File: config.mk
export PLATFORM = sky130hd
export DESIGN_NAME = seq_restoring_divider
export DESIGN_NICKNAME = d
export VERILOG_FILES = /design/src/rtl/arith_pkg.sv /design/src/rtl/div_step.sv /design/src/rtl/seq_restoring_divider.sv
export SDC_FILE = /design/constraint.sdc
export NUM_CORES = 1
export LEC_CHECK = 0
export CORE_MARGIN = 4
export CORE_UTILIZATION = 50
export CTS_BUF_LIST = sky130_fd_sc_hd__clkbuf_4 sky130_fd_sc_hd__clkbuf_8
export DETAILED_ROUTE_END_ITERATION = 6
export PLACE_DENSITY = 0.8
export RECOVER_POWER = 50
export SLEW_MARGIN = 20
export SYNTH_ARGS = -nofsm -noshare
export SYNTH_HDL_FRONTEND = slang
export SYNTH_SLANG_ARGS = --single-unit
File: constraint.sdc
create_clock -name clk -period 5.9 [get_ports clk]
set_input_delay 1.18 -clock clk [delete_from_list [all_inputs] [get_ports clk]]
set_output_delay 1.18 -clock clk [all_outputs]
set_load 0.01 [all_outputs]
File: src/rtl/arith_pkg.sv
// arith_pkg: widths and state encoding shared by the arithmetic unit blocks.
package arith_pkg;
    localparam int D_W = 8;
    localparam int N_W = 2 * D_W;
    localparam int CNT_W = $clog2(N_W);
    typedef enum logic [1:0] {IDLE, RUN, DONE} state_t;
endpackage

File: src/rtl/div_step.sv
// div_step: one restoring-division iteration, shifts in a dividend bit and trial-subtracts.
module div_step
    import arith_pkg::*;
(
    input  logic [D_W-1:0] p,
    input  logic           q_msb,
    input  logic [D_W-1:0] divisor,
    output logic [D_W-1:0] p_next,
    output logic           q_bit
);
    logic [D_W:0] t;
    assign t = {p, q_msb};
    assign q_bit = t >= {1'b0, divisor};
    // after a successful subtract the result is below divisor, so D_W bits suffice
    assign p_next = q_bit ? D_W'(t - {1'b0, divisor}) : t[D_W-1:0];
endmodule

File: src/rtl/seq_restoring_divider.sv
// seq_restoring_divider: unsigned N_W/D_W restoring divider, one quotient bit per clock,
// valid/ready on both sides.
module seq_restoring_divider
    import arith_pkg::*;
(
    input  logic           clk,
    input  logic           rst_n,
    input  logic           in_valid,
    output logic           in_ready,
    input  logic [N_W-1:0] dividend,
    input  logic [D_W-1:0] divisor,
    output logic           out_valid,
    input  logic           out_ready,
    output logic [N_W-1:0] quotient,
    output logic [D_W-1:0] remainder,
    output logic           div_zero
);
    state_t state;
    logic [CNT_W-1:0] count;
    logic [D_W-1:0] dvsr;
    logic [D_W-1:0] p_next;
    logic q_bit;
    logic accept;
    assign accept = in_valid && in_ready;
    // quotient doubles as the dividend shift register, remainder as the partial remainder
    div_step u_step (
        .p(remainder),
        .q_msb(quotient[N_W-1]),
        .divisor(dvsr),
        .p_next(p_next),
        .q_bit(q_bit)
    );
    always_ff @(posedge clk or negedge rst_n) begin
        if (!rst_n) begin
            state <= IDLE;
            in_ready <= 1'b0;
            out_valid <= 1'b0;
            quotient <= '0;
            remainder <= '0;
            div_zero <= 1'b0;
            count <= '0;
            dvsr <= '0;
        end else begin
            case (state)
                IDLE: begin
                    if (accept) begin
                        in_ready <= 1'b0;
                        dvsr <= divisor;
                        count <= '0;
                        remainder <= '0;
                        if (divisor == '0) begin
                            state <= DONE;
                            out_valid <= 1'b1;
                            quotient <= '1;
                            div_zero <= 1'b1;
                        end else begin
                            state <= RUN;
                            quotient <= dividend;
                            div_zero <= 1'b0;
                        end
                    end else begin
                        in_ready <= 1'b1;
                    end
                end
                RUN: begin
                    quotient <= {quotient[N_W-2:0], q_bit};
                    remainder <= p_next;
                    count <= count + 1'b1;
                    if (count == CNT_W'(N_W - 1)) begin
                        state <= DONE;
                        out_valid <= 1'b1;
                    end
                end
                DONE: begin
                    if (out_ready) begin
                        state <= IDLE;
                        out_valid <= 1'b0;
                        in_ready <= 1'b1;
                    end
                end
                default: state <= IDLE;
            endcase
        end
    end
endmodule

==> metrics.cfg <==
[cts]
root_buffer=clkbuf_8
cts_tree=done
clk_latency_ns=0.29
cts_inserted_buffers=5
cts.reportedPaths.clkPinSlew_ns=0.08
cts_hold_buffers=0
cts_sinks=41
post_cts.resized_instances=0
clockBufferDepth=2
post_cts_buffers=0
htree_levels=2

[logic_synthesis]
seq_area_frac_synth_pct=44.5
netlist.area_leader.share_pct=44.5
muxShareOfSynthArea_pct=0
netlist_instances=270
ys_top_cells_by_area=dfrtp_1 45%, nand2_1 9.5%, o21ai_0 7.0%
synth_top_family_by_area=simple AND/OR/NAND/NOR gates
synth_nets=308
synth-simple-area-share_pct=23.2
synth_compound_area_share_pct=20.0
synth_area_um2=2300
synth-seq-cells=41
yosysMostFrequentCell=nand2_1
synth_top_area_cell=dfrtp_1
ys_types=45
ys_top_cells_by_count=58 x nand2_1, 41 x dfrtp_1, 32 x o21ai_0, 26 x nand3_1
synth_edf_count=0
ys.flop_type=dfrtp_1
synth_fa_ha_area_share_pct=5.76
yosys_warnings=0
synth-xor-area-share_pct=1.14
async_reset_ff_share_pct=100
syn_area_per_cell_um2=8.53

[cells_and_area]
antenna_cells=0
drive_gt1_share_pct=6.25
area_delta_synth_final_pct=29.5
n_fill_cell=367
layout.nets=357

[sta]
slew_headroom_pct=-42.3
tns_ns=0
finalClockSkew_ns=0.00527
worst_pin_slew_ns=2.13
setup_violations=0
hold_violations=0
fmax_mhz=323
rsz0062_at_grt=false
fin_crit_sh_pct=52.4
fin_crit_ns=3.09
slew_viol_final=42

[placed_design]
dp_hpwl_um=3880
portBuffers=54
place.gp.congestion=0.860

[pwr]
power_density_nw_per_um2=634
finalPower_uw=1890
vdd_ir_drop_max_uv=525
p_leak_uw=0.00131

[worst_setup_path]
cp.required_ns=6.12
worst-path-stages=6
criticalPathCategory=primary input to flip-flop
slowest_delay_ns=0.86
worst_r2r_path_depth=5
path_delay_family=buffers and inverters
arrival_ns=3.31
cp_num_buf_inv=2
crit_path_top_delay_cell=clkbuf_1
path_cells=dlygate4sd3_1 -> nand3b_1 -> nor2_1 -> clkbuf_1 -> o21ai_0 -> nand3_1
timing.critical_path.to_type=flip-flop
start_kind=primary input
crit_fanout=32

[min_path]
hold_class=flip-flop to flip-flop
min_path_cells=1

[route]
ant_nets=0
drt_iter0_drc=119
drt_first_pass_iters=4
wl_per_cell_um=14.5
vias=2072
vias_per_cell=5.57
drc=0
drt-total-wl_um=5400

[floorplanning]
row_count=24
fp.dieArea_um2=5760
die_h_um=75.9
start_util_pct=52.2
io_pins=55
coreArea_um2=4410
die_w_um=75.9

[outcome]
violations=max-capacitance violations, max-slew violations
status=complete, but fails checks

[job]
maxCapViolations=1

[grt]
use_met2_pct=32.5
grt_util_all_layers_pct=20.5
grt_pass1_wl_um=8980
gr-total-overflow=0
antenna_found_initial=0
use_met3_pct=4.35
grt_max_degree=42
busiest_layer=met2
grt_pass1_vias=2024
gr-usage-met1_pct=27.2

-- report_power, final --
part / internal, uW / switching [uW] / total (uW)
Combinational: 497 / 606 / 1100
Clock: 168 / 96.4 / 264
Sequential: 419 / 107 / 526
Total: 1080 / 809 / 1890
-- logic make-up after synthesis --
group | after synthesis
AND/OR/NAND/NOR | 119
AO/OA/AOI/OAI | 68
flip-flops | 41
buffers and inverters | 29
adder cells (fa/ha/maj) | 10
XOR/XNOR | 3
-- layout by cell type (no fill, tap or decap), drive strengths merged, types with 2 or more instances in the layout --
cell type	synthesis	layout
nand3	26	26
nor2	17	17
a31oi	2	2
nand2b	4	4
inv	15	15
o2111ai	2	2
or4	2	2
a21oi	7	7
a31o	2	2
clkdlybuf4s50	0	52
clkbuf	10	7
nand2	58	58
ha	9	9
or2	2	2
nor2b	2	2
bufinv	0	2
o21ai	35	35
o211ai	9	9
o31ai	2	2
xor2	2	2
dfrtp	41	41
and3	3	3
a21o	2	2
nand4	2	2
-- path summary, 6_finish.rpt --
kind / from / slack, ns / to
setup / recovery: in_valid / 2.81 / quotient[3]
hold / removal: count[3] / 0.49 / count[3]
setup reg to reg: state[0] / 3.67 / quotient[3]
hold reg to reg: count[3] / 0.49 / count[3]
max in group asynchronous: rst_n / 3.18 / in_ready
min in group asynchronous: rst_n / 1.50 / quotient[9]
-- stage by stage --
stage | cell area (um2) | hold WS, ns | std cells | util, % | worst slack (ns)
global placement | 2860 | 0.477 | 364 | 64.7 | 2.75
floorplan | 2300 | 0.450 | 270 | - | 3.51
detailed placement | 2860 | 0.468 | 364 | 64.7 | 2.71
global route | 2980 | 0.514 | 372 | 67.6 | 2.60
CTS | 2990 | 0.492 | 372 | 67.8 | 3.02
finish | 2980 | 0.495 | 372 | 67.6 | 2.81
-- cell type report --
cell class | count | area (um2) | area share (%)
repair buffers | 56 | 546 | 18.3
inverters | 15 | 56.3 | 1.89
clock inverters | 3 | 65.1 | 2.18
flip-flops and latches | 41 | 1030 | 34.4
multi-input cells | 200 | 1160 | 38.8
well taps | 52 | 65.1 | 2.18
clock buffers | 5 | 68.8 | 2.31
-- flip-flops by register name, indices dropped and copies added, names as in the netlist --
signal and flops:
div_zero 1, out_valid 1, state 2, in_ready 1, count 4, quotient 16
dvsr 8, remainder 8
-- metal layers --
layer	share of wire [%]	up-vias
li1	-	1033
met1	46	986
met2	48	45
met3	4.6	8
met4	1.5	0
met5	0	-
(Power assumes the default switching activity.)
